===== config.mk =====
export PLATFORM = sky130hd
export DESIGN_NAME = image_bram_2d
export DESIGN_NICKNAME = d
export VERILOG_FILES = /design/src/rtl/image_bram_2d.sv
export SDC_FILE = /design/constraint.sdc
export NUM_CORES = 1
export LEC_CHECK = 0
export CAP_MARGIN = 20
export CORE_MARGIN = 5
export CORE_UTILIZATION = 45
export CTS_CLUSTER_SIZE = 20
export DETAILED_ROUTE_END_ITERATION = 8
export GPL_TIMING_DRIVEN = 0
export MAX_ROUTING_LAYER = met4
export PLACE_DENSITY_LB_ADDON = 0.05
export SLEW_MARGIN = 20
export SYNTH_ARGS = -nofsm -noshare
export SYNTH_HDL_FRONTEND = slang
export SYNTH_SLANG_ARGS = --single-unit

===== constraint.sdc =====
create_clock -name clk -period 8.7 [get_ports clk]
set_clock_uncertainty 0.15 [all_clocks]
set_input_delay 1.305 -clock clk [delete_from_list [all_inputs] [get_ports clk]]
set_output_delay 1.305 -clock clk [all_outputs]
set_load 0.005 [all_outputs]

===== src/rtl/image_bram_2d.sv =====
// image_bram_2d: 2-D frame buffer. Raster-order streaming writes with
// internal row/column counters, random-access (row, col) reads with a
// one-cycle registered result, and pad values for out-of-range coordinates.
module image_bram_2d #(
  parameter int                DATA_W  = 8,
  parameter int                ROWS    = 12,
  parameter int                COLS    = 12,
  parameter int                ADDR_W  = 4,
  parameter logic [DATA_W-1:0] PAD_VAL = '0
) (
  input  logic              clk,
  input  logic              rst,
  input  logic              wr_start,
  input  logic              wr_en,
  input  logic [DATA_W-1:0] wr_data,
  output logic [ADDR_W-1:0] wr_row,
  output logic [ADDR_W-1:0] wr_col,
  output logic              wr_done,
  output logic              frame_valid,
  input  logic              rd_v,
  input  logic [ADDR_W-1:0] rd_x,
  input  logic [ADDR_W-1:0] rd_y,
  output logic [DATA_W-1:0] rd_data,
  output logic              rd_data_valid,
  output logic              rd_oob
);

  localparam int DEPTH  = ROWS * COLS;
  localparam int MEM_AW = (DEPTH > 1) ? $clog2(DEPTH) : 1;

  // Pixel storage, flattened row-major; no reset so it maps onto block RAM.
  logic [DATA_W-1:0] r_mem [DEPTH];

  logic [ADDR_W-1:0] r_wr_row;
  logic [ADDR_W-1:0] r_wr_col;
  logic              r_wr_done;
  logic              r_frame_valid;
  logic [DATA_W-1:0] r_rd_q;
  logic              r_rd_valid;
  logic              r_rd_oob;
  logic              r_rd_loaded;

  logic [ADDR_W-1:0] w_row_cur;
  logic [ADDR_W-1:0] w_col_cur;
  logic              w_row_last;
  logic              w_col_last;
  logic              w_frame_last;
  logic              w_rd_in_range;
  logic [MEM_AW-1:0] w_wr_addr;
  logic [MEM_AW-1:0] w_rd_addr;

  // wr_start overrides the stored position so a same-cycle write lands at (0,0).
  assign w_row_cur     = wr_start ? '0 : r_wr_row;
  assign w_col_cur     = wr_start ? '0 : r_wr_col;
  assign w_row_last    = (int'(w_row_cur) == ROWS - 1);
  assign w_col_last    = (int'(w_col_cur) == COLS - 1);
  assign w_frame_last  = wr_en & w_row_last & w_col_last;
  assign w_wr_addr     = MEM_AW'(int'(w_row_cur) * COLS + int'(w_col_cur));
  assign w_rd_in_range = (int'(rd_x) < ROWS) && (int'(rd_y) < COLS);
  assign w_rd_addr     = MEM_AW'(int'(rd_x) * COLS + int'(rd_y));

  // Raster write position, end-of-frame pulse and frame-complete flag.
  always_ff @(posedge clk or posedge rst) begin
    if (rst) begin
      r_wr_row      <= '0;
      r_wr_col      <= '0;
      r_wr_done     <= 1'b0;
      r_frame_valid <= 1'b0;
    end else begin
      r_wr_done <= w_frame_last;
      if (wr_en) begin
        if (w_col_last) begin
          r_wr_col <= '0;
          r_wr_row <= w_row_last ? '0 : w_row_cur + 1'b1;
        end else begin
          r_wr_col <= w_col_cur + 1'b1;
          r_wr_row <= w_row_cur;
        end
      end else begin
        r_wr_row <= w_row_cur;
        r_wr_col <= w_col_cur;
      end
      if (w_frame_last) begin
        r_frame_valid <= 1'b1;
      end else if (wr_start) begin
        r_frame_valid <= 1'b0;
      end
    end
  end

  // Single write port and single registered read port; read-first on collision.
  always_ff @(posedge clk) begin
    if (wr_en) begin
      r_mem[w_wr_addr] <= wr_data;
    end
    if (rd_v && w_rd_in_range) begin
      r_rd_q <= r_mem[w_rd_addr];
    end
  end

  // Read qualifiers; rd_oob and the loaded flag hold while no read is issued.
  always_ff @(posedge clk or posedge rst) begin
    if (rst) begin
      r_rd_valid  <= 1'b0;
      r_rd_oob    <= 1'b0;
      r_rd_loaded <= 1'b0;
    end else begin
      r_rd_valid <= rd_v;
      if (rd_v) begin
        r_rd_oob    <= ~w_rd_in_range;
        r_rd_loaded <= 1'b1;
      end
    end
  end

  // Output select from registered state: zero until the first read after reset,
  // pad for an out-of-range read, otherwise the RAM output register.
  assign rd_data       = !r_rd_loaded ? '0 : (r_rd_oob ? PAD_VAL : r_rd_q);
  assign rd_data_valid = r_rd_valid;
  assign rd_oob        = r_rd_oob;
  assign wr_row        = r_wr_row;
  assign wr_col        = r_wr_col;
  assign wr_done       = r_wr_done;
  assign frame_valid   = r_frame_valid;

endmodule


Yosys cells after proc, flatten, opt, wreduce, memory -nomap -nowiden. Memory sizes are Yosys's and may differ from the RTL's. A register that Yosys moved wholly into a read port is not among the register bits. Index checks and enable logic that the tools add are counted.

Bits in registers: 13. RAM bits: 1152. Input port bits: 21. Logic and storage cells: 37. Memories kept: 1.

Memories: r_mem (words 144, bits a word 8, read ports 1, clocked after Yosys merged registers in 1, wr ports 1, line 32) `logic [DATA_W-1:0] r_mem [DEPTH];`.

Add/sub/neg operators: 4. $mul: 2. Order comparisons: 2. Equal/unequal tests: 2. Mux-type cells: 13. Bitwise operators: 3. Reduce and logical (&&, ||, !) cells: 3.

Operators with widths (number): $mux 4 (7); $add 8x4->8 (2); $mux 8 (2); $mul 4x2->6 const B (2); $add 4x1->4 const B (2); $eq 4x4->1 const B (2); $lt 4x4->1 const B (2); $mux 1 (4); $and 1x1->1 (2); $logic_and 1x1->1 (2); $reduce_bool 2->1 (1); $not 1->1 (1).

Depth between registers and ports, before layout. Gate-level depths: netlist of the first run.

Depth after elaboration: 5. Depth in mapped cells: 14. Mapped depth without buffers: 11.

Worst setup path before layout of the first run. Ideal clock, no wire load.

Path kind: input -> register. Start point: input port wr_start. End point: memory r_mem[132][0], enable pin. Setup time: 0.370 ns. Data arrival time: 3.976 ns. Data required time: 8.180 ns. Slack: 4.204 ns. Stages on the path: 12. Path buffers: 2. Cell sequence: clkbuf_1 nor2b_1 ha_1 ha_1 or3b_1 o211ai_2 a21oi_4 or3b_1 mux2i_1 a2bb2oi_2 buf_4 nor2_1.

Word-level cells in the longest chain between the ends: 3. Elaborated cells between the ends (all ways): 4.

RTL lines: start, declared (line 13) `input logic wr_start,`; $mux 4 (line 53) `assign w_row_cur = wr_start ? '0 : r_wr_row;`; $mul 4x2->6 (line 58) `assign w_wr_addr = MEM_AW'(int'(w_row_cur) * COLS + int'(w_col_cur));`; $add 8x4->8 * (line 58); end, declared (line 32).

Every way passes the cells marked *; elsewhere a longest branch is shown, timed or not.

Worst setup path after layout of the first run.
Start point: input port rd_x[1]. End point: register r_rd_q[6] (read register of r_mem) (data pin).

Word-level cells in the longest chain between the ends: 3. Elaborated cells between the ends (all ways): 5.

RTL lines: start, declared (line 21) `input logic [ADDR_W-1:0] rd_x,`; parallel branches: the longest is 3 deep, another holds $add 8x4->8; end, declared (line 38) `logic [DATA_W-1:0] r_rd_q;`.

Several ways; the timed one is not identified. A chain may end at the register's enable or synchronous reset.

==> impl_metrics.env, run 1 <==
export IMPL_status="complete, no violations"
export IMPL_grt_pass1_wl_mm=199
export IMPL_crit_family="buffers and inverters"
export IMPL_grtUsageTotal_pct=26.7
export IMPL_vias=24800
export IMPL_slew_headroom_pct=14.5
export IMPL_coreArea_mm2=0.103
export IMPL_route_antenna_remaining_nets=0
export IMPL_end_kind="flop"
export IMPL_initial_core_util_pct=45.2
export IMPL_fin_nets=2549
export IMPL_chipWidth_um=333
export IMPL_cts_root_buf="clkbuf_16"
export IMPL_synth_top_cell_by_area="edfxtp_1"
export IMPL_hp_class="reg2reg"
export IMPL_fin_crit_ns=6.73
export IMPL_slew_violations=0
export IMPL_ys_ff_latch=1173
export IMPL_cts_hold_buf=0
export IMPL_maxCapViolations=0
export IMPL_die_y_um=333
export IMPL_clock_sinks=1173
export IMPL_final_common_cell="edfxtp_1"
export IMPL_grt_max_degree=95
export IMPL_wl_per_cell_um=36.3
export IMPL_cp_required_ns=9.02
export IMPL_synth_cell_type_count=76
export IMPL_dpl_hpwl_mm=96.5
export IMPL_via_per_inst=6.21
export IMPL_netlist_area_mm2=0.0468
export IMPL_cts_tree="yes"
export IMPL_first_global_vias=24500
export IMPL_syn_area_per_cell_um2=20.0
export IMPL_worst_slack_ns=1.97
export IMPL_path_clk_slew_ns=0.06
export IMPL_num_rows=118
export IMPL_antenna_found_initial=4
export IMPL_fin_crit_sh_pct=77.3
export IMPL_io_buffers=37
export IMPL_cp_cell_sequence="clkdlybuf4s50_1, ha_1, inv_1, fa_1, buf_4, clkinv_1, buf_2, buf_1, nor2_1, nor2_1, a21oi_1, a311oi_1, o21ai_0, a31oi_1"
export IMPL_slowest_delay_ns=0.89
export IMPL_crit_fanout=10
export IMPL_worstPathArrival_ns=7.05
export IMPL_cts_buffer_depth=3
export IMPL_max_vdd_ir_drop_mv=0.153
export IMPL_ys_seq_area_share_pct=75.1
export IMPL_synth_edf_count=1160
export IMPL_cts_made_buffers=120
export IMPL_p_leak_uw=0.0168
export IMPL_path_class="in2reg"
export IMPL_remaining_drc_errors=0
export IMPL_hold_violations=0
export IMPL_place_gp_congestion=0.937
export IMPL_first_pass_iters=6
export IMPL_drt_initial_drc_count=3080
export IMPL_cts_setup_buffers=0
export IMPL_clk_latency_ns=0.71
export IMPL_fmax_mhz=149
export IMPL_cts_resized=0
export IMPL_cts_htree_levels=3
export IMPL_pre_cts_ws_ns=1.52
export IMPL_slowest_stage="buf_1"
export IMPL_synth_area_leaders="edfxtp_1, mux4_2, mux2i_1"
export IMPL_fillCellCount=8322
export IMPL_async_flop_share_pct=1.11
export IMPL_power_density_mw_per_mm2=234
export IMPL_gr_total_overflow=0
export IMPL_yosys_warnings=0
export IMPL_crit_buf_inv=6
export IMPL_pin_count=41
export IMPL_synthCells=2340
export IMPL_setup_viol=0
export IMPL_crit_top_cell="nor2_1"
export IMPL_tightest_slew_ns=1.28
export IMPL_layout_drive_gt1_share_pct=22.1
export IMPL_synthFlopType="edfxtp_1"
export IMPL_synth_top_area_share_pct=74.4
export IMPL_worst_setup_path_start_kind="input pin"
export IMPL_die_area_mm2=0.111
export IMPL_drt_wl_total_mm=145
export IMPL_layout_common_cells="edfxtp_1, mux4_2, nor2_1, clkbuf_16, nand2_1"
export IMPL_setup_tns_ns=0
export IMPL_synth_fp_nets=2378
export IMPL_areaGrowthSynthToFinish_pct=13.1
export IMPL_rsz0062_at_grt="no"
## through the flow
step	util [%]	cells	area (um^2)	power [uW]	hold slack, ns
after floorplan	-	2340	46800	6940	0.281
after global placement	47.3	3757	48900	7610	0.296
after detailed placement	47.6	3769	49300	7610	0.299
after CTS	51.2	3992	53000	12500	0.315
after global routing	51.2	3992	53000	12700	0.338
final	51.2	3996	53000	12400	0.309
## power breakdown
part	total, uW	switching (uW)	internal (uW)
clock network	4900	2170	2730
logic	1280	900	375
registers	6230	5.03	6230
total	12400	3070	9340
## sequential cells by signal (all words and copies together), names as in the netlist
register and count:
wr_done 1, r_mem 1152, wr_row 4, rd_data_valid 1, wr_col 4, r_rd_loaded 1
rd_oob 1, r_rd_q 8, frame_valid 1
## layout make-up
type                       instances  area (um^2)  area share (%)
antenna                            4         10.0          0.0189
buffer                           126          950            1.79
clock buffer                     143         3090            5.83
clock inverter                    80          609            1.15
inverter                          19         71.3           0.135
multi-input combinational       1022        10700            20.2
sequential                      1173        35200            66.4
tap                             1380         1730            3.26
timing repair buffer              49          653            1.23
## worst paths after layout
| check | slack, ns | depth (start not counted) | end | startpoint |
|---|---|---|---|---|
| worst max-delay path | 1.97 | 14 | r_rd_q[6] | rd_x[1] |
| worst min-delay path | 0.31 | 1 | r_rd_loaded | r_rd_loaded |
| worst max register to register | 4.13 | 9 | r_mem[114][3] | wr_row[1] |
| worst min register to register | 0.31 | 1 | r_rd_loaded | r_rd_loaded |
| max in group asynchronous | 7.06 | 2 | r_rd_loaded | rst |
| min in group asynchronous | 0.86 | 2 | wr_row[3] | rst |
## synth_stat cells (7+ instances only)
library cell  number
a211o_1            8
a211oi_1          12
a21oi_1           24
a221o_1            7
a221oi_1           8
a221oi_2           9
a22oi_1           10
a32oi_1            8
and2_1            12
and3_1            12
buf_2             37
buf_4             30
buf_6             21
buf_8              7
clkbuf_1          25
dfrtp_1           13
edfxtp_1        1160
ha_1              14
inv_1             15
mux2_1            13
mux2_2             7
mux2i_1           87
mux4_1            10
mux4_2           244
nand2_1          110
nand2b_1          10
nand3_1           35
nor2_1           186
nor2b_1           17
nor3_1             7
o211ai_1           7
o21ai_0           22
o21ai_1            7
o22ai_1           38
xnor2_1            8
## cell families after synthesis
logic type | after synthesis | synth area share [%]
AND/OR/NAND/NOR | 424 | 4.02
XOR/XNOR | 12 | 0.225
buffers and inverters | 145 | 2.18
flip-flops | 1173 | 75.1
AO/OA/AOI/OAI | 208 | 3.33
multiplexers | 361 | 14.6
adder cells (fa/ha/maj) | 17 | 0.502
## routing by layer
| metal | track usage, % | share of wire, % | vias up |
|---|---|---|---|
| li1 | - | - | 9985 |
| met1 | 36.8 | 41 | 13400 |
| met2 | 40.8 | 47 | 1168 |
| met3 | 5.76 | 8.7 | 235 |
| met4 | 7.57 | 3.4 | 0 |
| met5 | - | 0 | - |
No activity file was read; power rests on OpenSTA's default activity.
==> inputs of run 2 (changes only) <==
==> constraint.sdc (replaced) <==
create_clock -name clk -period 5.4 [get_ports clk]
set_clock_uncertainty 0.15 [all_clocks]
set_input_delay 0.81 -clock clk [delete_from_list [all_inputs] [get_ports clk]]
set_output_delay 0.81 -clock clk [all_outputs]
set_load 0.005 [all_outputs]
==> run 2 against run 1 <==
The run now ends with setup timing left. Combinational power up 61%. Via count decreased by 0.20%. Core utilization hardly changed. Worst setup slack worse by 2.1 ns. Worst hold slack barely moved. First-iteration DRC count fell by 1.1%. Final area about the same. Flip-flop and latch count is the same. Critical path depth is the same. Sequential share of layout area about the same. Clock power grew 61%. Critical path type unchanged. Largest power group unchanged.
==> impl_metrics.env, run 2 (synthesis gave the netlist of run 1 again) <==
export IMPL_remaining_drc_errors=0
export IMPL_maxCapViolations=0
export IMPL_place_gp_congestion=0.937
export IMPL_r2r_cells=9
export IMPL_cts_buffer_depth=3
export IMPL_layout_cells_non_filler=3993
export IMPL_hold_violations=0
export IMPL_reg2reg_to="r_mem[114][3]"
export IMPL_die_y_um=333
export IMPL_placed_cells=3769
export IMPL_setup_viol=1
export IMPL_r2r_start="wr_row[1]"
export IMPL_violations="setup timing"
export IMPL_cp_required_ns=5.71
export IMPL_worst_setup_path_start_kind="input pin"
export IMPL_cts_root_buf="clkbuf_16"
export IMPL_crit_fanout=10
export IMPL_slowest_delay_ns=0.65
export IMPL_route_antenna_remaining_nets=0
export IMPL_io_buffers=37
export IMPL_rsz0062_at_grt="no"
export IMPL_areaGrowthSynthToFinish_pct=13.2
export IMPL_wl_per_cell_um=36.3
export IMPL_cts_tree="yes"
export IMPL_slew_headroom_pct=23.2
export IMPL_antenna_found_initial=4
export IMPL_fmax_mhz=182
export IMPL_layout_common_cells="edfxtp_1, mux4_2, nor2_1, clkbuf_16, nand2_1"
export IMPL_p_total_uw=20000
export IMPL_initial_core_util_pct=45.2
export IMPL_end_kind="flop"
export IMPL_cp_cell_sequence="clkdlybuf4s50_1, ha_1, inv_1, fa_1, buf_4, clkinvlp_4, clkbuf_4, clkdlybuf4s15_2, nor2_1, nor2_1, a21oi_1, a311oi_2, o21ai_0, a31oi_1"
export IMPL_first_pass_iters=6
export IMPL_pin_count=41
export IMPL_hold_slack_ns=0.309
export IMPL_cts_made_buffers=120
export IMPL_largest_register_ff_count=1152
export IMPL_path_depth=14
export IMPL_num_rows=118
export IMPL_slew_violations=0
export IMPL_slowest_stage="clkdlybuf4s50_1"
export IMPL_postLayoutCellArea_mm2=0.0530
export IMPL_drt_initial_drc_count=3047
export IMPL_cts_htree_levels=3
export IMPL_fin_nets=2549
export IMPL_hp_class="reg2reg"
export IMPL_path_clk_slew_ns=0.06
export IMPL_vias=24700
export IMPL_grt_pass1_wl_mm=199
export IMPL_first_global_vias=24500
export IMPL_fin_crit_sh_pct=102
export IMPL_path_class="in2reg"
export IMPL_p_leak_uw=0.0168
export IMPL_die_area_mm2=0.111
export IMPL_clock_sinks=1173
export IMPL_final_common_cell="edfxtp_1"
export IMPL_crit_family="buffers and inverters"
export IMPL_dpl_hpwl_mm=96.5
export IMPL_via_per_inst=6.20
export IMPL_crit_start="rd_x[1]"
export IMPL_tightest_slew_ns=1.15
export IMPL_grtUsageTotal_pct=26.7
export IMPL_ff2ff_setup_slack_ns=0.92
export IMPL_crit_buf_inv=6
export IMPL_drt_wl_total_mm=145
export IMPL_clk_latency_ns=0.71
export IMPL_power_density_mw_per_mm2=378
export IMPL_layout_drive_gt1_share_pct=22.4
export IMPL_fin_crit_ns=5.50
export IMPL_coreArea_mm2=0.103
export IMPL_worstPathArrival_ns=5.82
export IMPL_crit_path_end="r_rd_q[6]"
export IMPL_grt_max_degree=95
export IMPL_gr_total_overflow=0
export IMPL_crit_top_cell="nor2_1"
export IMPL_regMostFlops="r_mem"
export IMPL_chipWidth_um=333
export IMPL_largestRegisters="r_mem x1152, r_rd_q x8"
export IMPL_worst_slack_ns=-0.104
export IMPL_place_area_mm2=0.0493
export IMPL_max_vdd_ir_drop_mv=0.247
export IMPL_status="finished, violations left"
-- run 2: changes by cell type in the layout (fill, tap and decap cells not counted), sizes merged --
cell / change
clkbuf: +1
clkdlybuf4s15: +1
clkinv: -1
buf: -2
diode: -3
clkinvlp: +1
-- run 2: layout make-up --
cell class	count	area [um^2]
Fill cell	8318	50500
Sequential cell	1173	35200
Multi-Input combinational cell	1022	10700
Clock buffer	143	3090
Tap cell	1380	1730
Buffer	126	963
Timing Repair Buffer	49	653
Clock inverter	80	609
Inverter	19	75.1
Antenna cell	1	2.50
-- run 2: what timing repair did --
item	in CTS	in global routing
gates resized for setup	6	3
hold buffers	0	0
setup buffers	0	0
setup endpoints to repair	7	4
-- run 2: routing by layer --
metal / track usage [%] / wire length (um) / up-vias
met4: 7.55 / 5130 / 0
met3: 5.84 / 12300 / 250
met1: 36.9 / 59800 / 13300
li1: - / - / 9990
met5: - / 0 / -
met2: 40.8 / 67900 / 1200
-- run 2: worst min path at each step --
stage	start	end	slack [ns]	depth (start not counted)
detailed placement	r_rd_loaded	r_rd_loaded	0.30	1
global route	r_rd_loaded	r_rd_loaded	0.34	1
finish	r_rd_loaded	r_rd_loaded	0.31	1
global placement	r_rd_loaded	r_rd_loaded	0.30	1
CTS	r_rd_loaded	r_rd_loaded	0.32	1
floorplan	r_rd_loaded	r_rd_loaded	0.28	1
-- run 2: per-stage QoR --
stage	TNS (ns)	util (%)	setup WS [ns]
5_1_grt	0	51.2	0.0124
3_5_place_dp	-107.38	47.6	-1.28
4_1_cts	0	51.2	0.00713
3_3_place_gp	-1504.68	47.3	-1.28
2_1_floorplan	0	-	1.40
6_report	-0.104	51.2	-0.104
-- run 2: where the power goes --
group / switching [uW] / total (uW) / internal (uW)
clock network: 3500 / 7910 / 4400
registers: 8.27 / 10000 / 10000
logic: 1450 / 2060 / 609
==> inputs of run 3 (changes only) <==
--- a/config.mk
+++ b/config.mk
@@ -10,7 +10,6 @@
 export CORE_UTILIZATION = 45
 export CTS_CLUSTER_SIZE = 20
 export DETAILED_ROUTE_END_ITERATION = 8
-export GPL_TIMING_DRIVEN = 0
 export MAX_ROUTING_LAYER = met4
 export PLACE_DENSITY_LB_ADDON = 0.05
 export SLEW_MARGIN = 20
==> run 3 against run 2 <==
The flow now finishes without violations. Die area is the same. Global-route usage shrank 2.6 points. Worst hold slack gained 0.040 ns. Via count shrank 1.7%. Register-to-register slack gained 0.55 ns. Sequential power is essentially flat. Flip-flop and latch count is the same. Clock power is essentially flat. Final cell count grew 3.0%. Largest cell class unchanged. Largest power group unchanged.
==> impl_metrics.env, run 3 (synthesis gave the netlist of run 1 again) <==
export IMPL_layout_common_cells="edfxtp_1, buf_4, mux4_2, nor2_1, clkbuf_16"
export IMPL_worst_setup_path_start_kind="input pin"
export IMPL_largestRegisters="r_mem x1152, r_rd_q x8"
export IMPL_largest_register_ff_count=1152
export IMPL_pin_count=41
export IMPL_grt_max_degree=79
export IMPL_remaining_drc_errors=0
export IMPL_clock_sinks=1173
export IMPL_rsz0062_at_grt="no"
export IMPL_gr_total_overflow=0
export IMPL_chipWidth_um=333
export IMPL_setup_viol=0
export IMPL_cp_cell_sequence="clkdlybuf4s50_1, ha_1, inv_1, fa_4, buf_12, or3b_1, o22ai_1, a2111oi_0, a211o_1, nand3_1, and3_1"
export IMPL_worst_slack_ns=0.836
export IMPL_cts_htree_levels=3
export IMPL_hp_class="reg2reg"
export IMPL_cts_buffer_depth=3
export IMPL_coreArea_mm2=0.103
export IMPL_fin_nets=2673
export IMPL_slew_violations=0
export IMPL_regMostFlops="r_mem"
export IMPL_via_per_inst=5.91
export IMPL_route_antenna_remaining_nets=0
export IMPL_place_gp_congestion=0.882
export IMPL_fin_crit_sh_pct=84.5
export IMPL_antenna_found_initial=4
export IMPL_wl_per_cell_um=31.6
export IMPL_first_global_vias=24800
export IMPL_maxCapViolations=0
export IMPL_num_rows=118
export IMPL_drt_initial_drc_count=2859
export IMPL_vias=24300
export IMPL_end_kind="flop"
export IMPL_r2r_cells=10
export IMPL_pre_cts_ws_ns=0.255
export IMPL_hold_violations=0
export IMPL_initial_core_util_pct=45.2
export IMPL_crit_fanout=32
export IMPL_die_y_um=333
export IMPL_slowest_delay_ns=1.00
export IMPL_layout_drive_gt1_share_pct=26.2
export IMPL_cts_hold_buf=0
export IMPL_status="complete, no violations"
export IMPL_io_buffers=40
export IMPL_tightest_slew_ns=1.05
export IMPL_cts_tree="yes"
export IMPL_areaGrowthSynthToFinish_pct=15.1
export IMPL_cts_setup_buffers=0
export IMPL_path_class="in2reg"
export IMPL_worstHoldPathCells=1
export IMPL_worstPathArrival_ns=4.86
export IMPL_fillCellCount=8264
export IMPL_drt_wl_total_mm=130
export IMPL_setup_tns_ns=0
export IMPL_power_density_mw_per_mm2=367
export IMPL_fmax_mhz=219
export IMPL_max_vdd_ir_drop_mv=0.275
export IMPL_p_leak_uw=0.0176
export IMPL_cts_root_buf="clkbuf_16"
export IMPL_first_pass_iters=6
export IMPL_grt_pass1_wl_mm=186
export IMPL_slowest_stage="fa_4"
export IMPL_die_area_mm2=0.111
export IMPL_dpl_hpwl_mm=82.9
export IMPL_final_common_cell="edfxtp_1"
export IMPL_cts_resized=0
export IMPL_path_clk_slew_ns=0.06
export IMPL_grtUsageTotal_pct=24.1
export IMPL_fin_crit_ns=4.56
export IMPL_slew_headroom_pct=29.9
export IMPL_cts_made_buffers=121
export IMPL_cp_required_ns=5.70
export IMPL_clk_latency_ns=0.69
-- run 3: report_power, final --
group	switching, uW	internal (uW)
clock	3400	4530
combinational	1160	610
sequential	24.0	10000
total	4590	15200
-- run 3: layout make-up --
| type | instances | area, um^2 | area share (%) |
|---|---|---|---|
| timing repair buffer | 298 | 2490 | 4.62 |
| clock buffer | 154 | 3280 | 6.09 |
| multi-input combinational | 1022 | 10700 | 19.8 |
| antenna | 2 | 5.00 | 0.00929 |
| inverter | 19 | 71.3 | 0.132 |
| tap | 1380 | 1730 | 3.21 |
| sequential | 1173 | 35200 | 65.3 |
| clock inverter | 66 | 464 | 0.862 |
-- run 3: through the flow --
stage / std cells / power (uW) / instance area (um^2) / util, % / hold WS (ns)
after floorplan: 2340 / 11200 / 46800 / - / 0.281
final: 4114 / 19800 / 53900 / 52.1 / 0.349
after detailed placement: 3892 / 12000 / 50100 / 48.4 / 0.326
after CTS: 4112 / 20000 / 53900 / 52.0 / 0.351
after global routing: 4112 / 20400 / 53900 / 52.0 / 0.380
after global placement: 3892 / 12000 / 50100 / 48.4 / 0.297
-- run 3: worst max-delay path, delay by kind of cell --
family,cells,cell delay (ns)
compound gates,3,1.08
simple gates,3,0.74
fa+ha+maj,2,1.34
buf+inv,3,0.83
-- run 3: layer usage --
layer  GRT usage (%)  share of wire, %  vias to the layer above
li1                -                 -                    10200
met1            33.9                42                    13000
met2            38.0                49                      929
met3            3.70               7.0                      156
met4            5.24               2.0                        0
met5               -                 0                        -
-- run 3: path summary, 6_finish.rpt --
kind / start / to / slack [ns]
worst max-delay path: rd_x[1] / r_rd_q[4] / 0.84
worst min register to register: r_rd_loaded / r_rd_loaded / 0.35
worst max register to register: wr_row[1] / r_mem[134][0] / 1.47
min in group asynchronous: rst / wr_row[1] / 0.41
max in group asynchronous: rst / r_rd_loaded / 4.20
worst min-delay path: r_rd_loaded / r_rd_loaded / 0.35
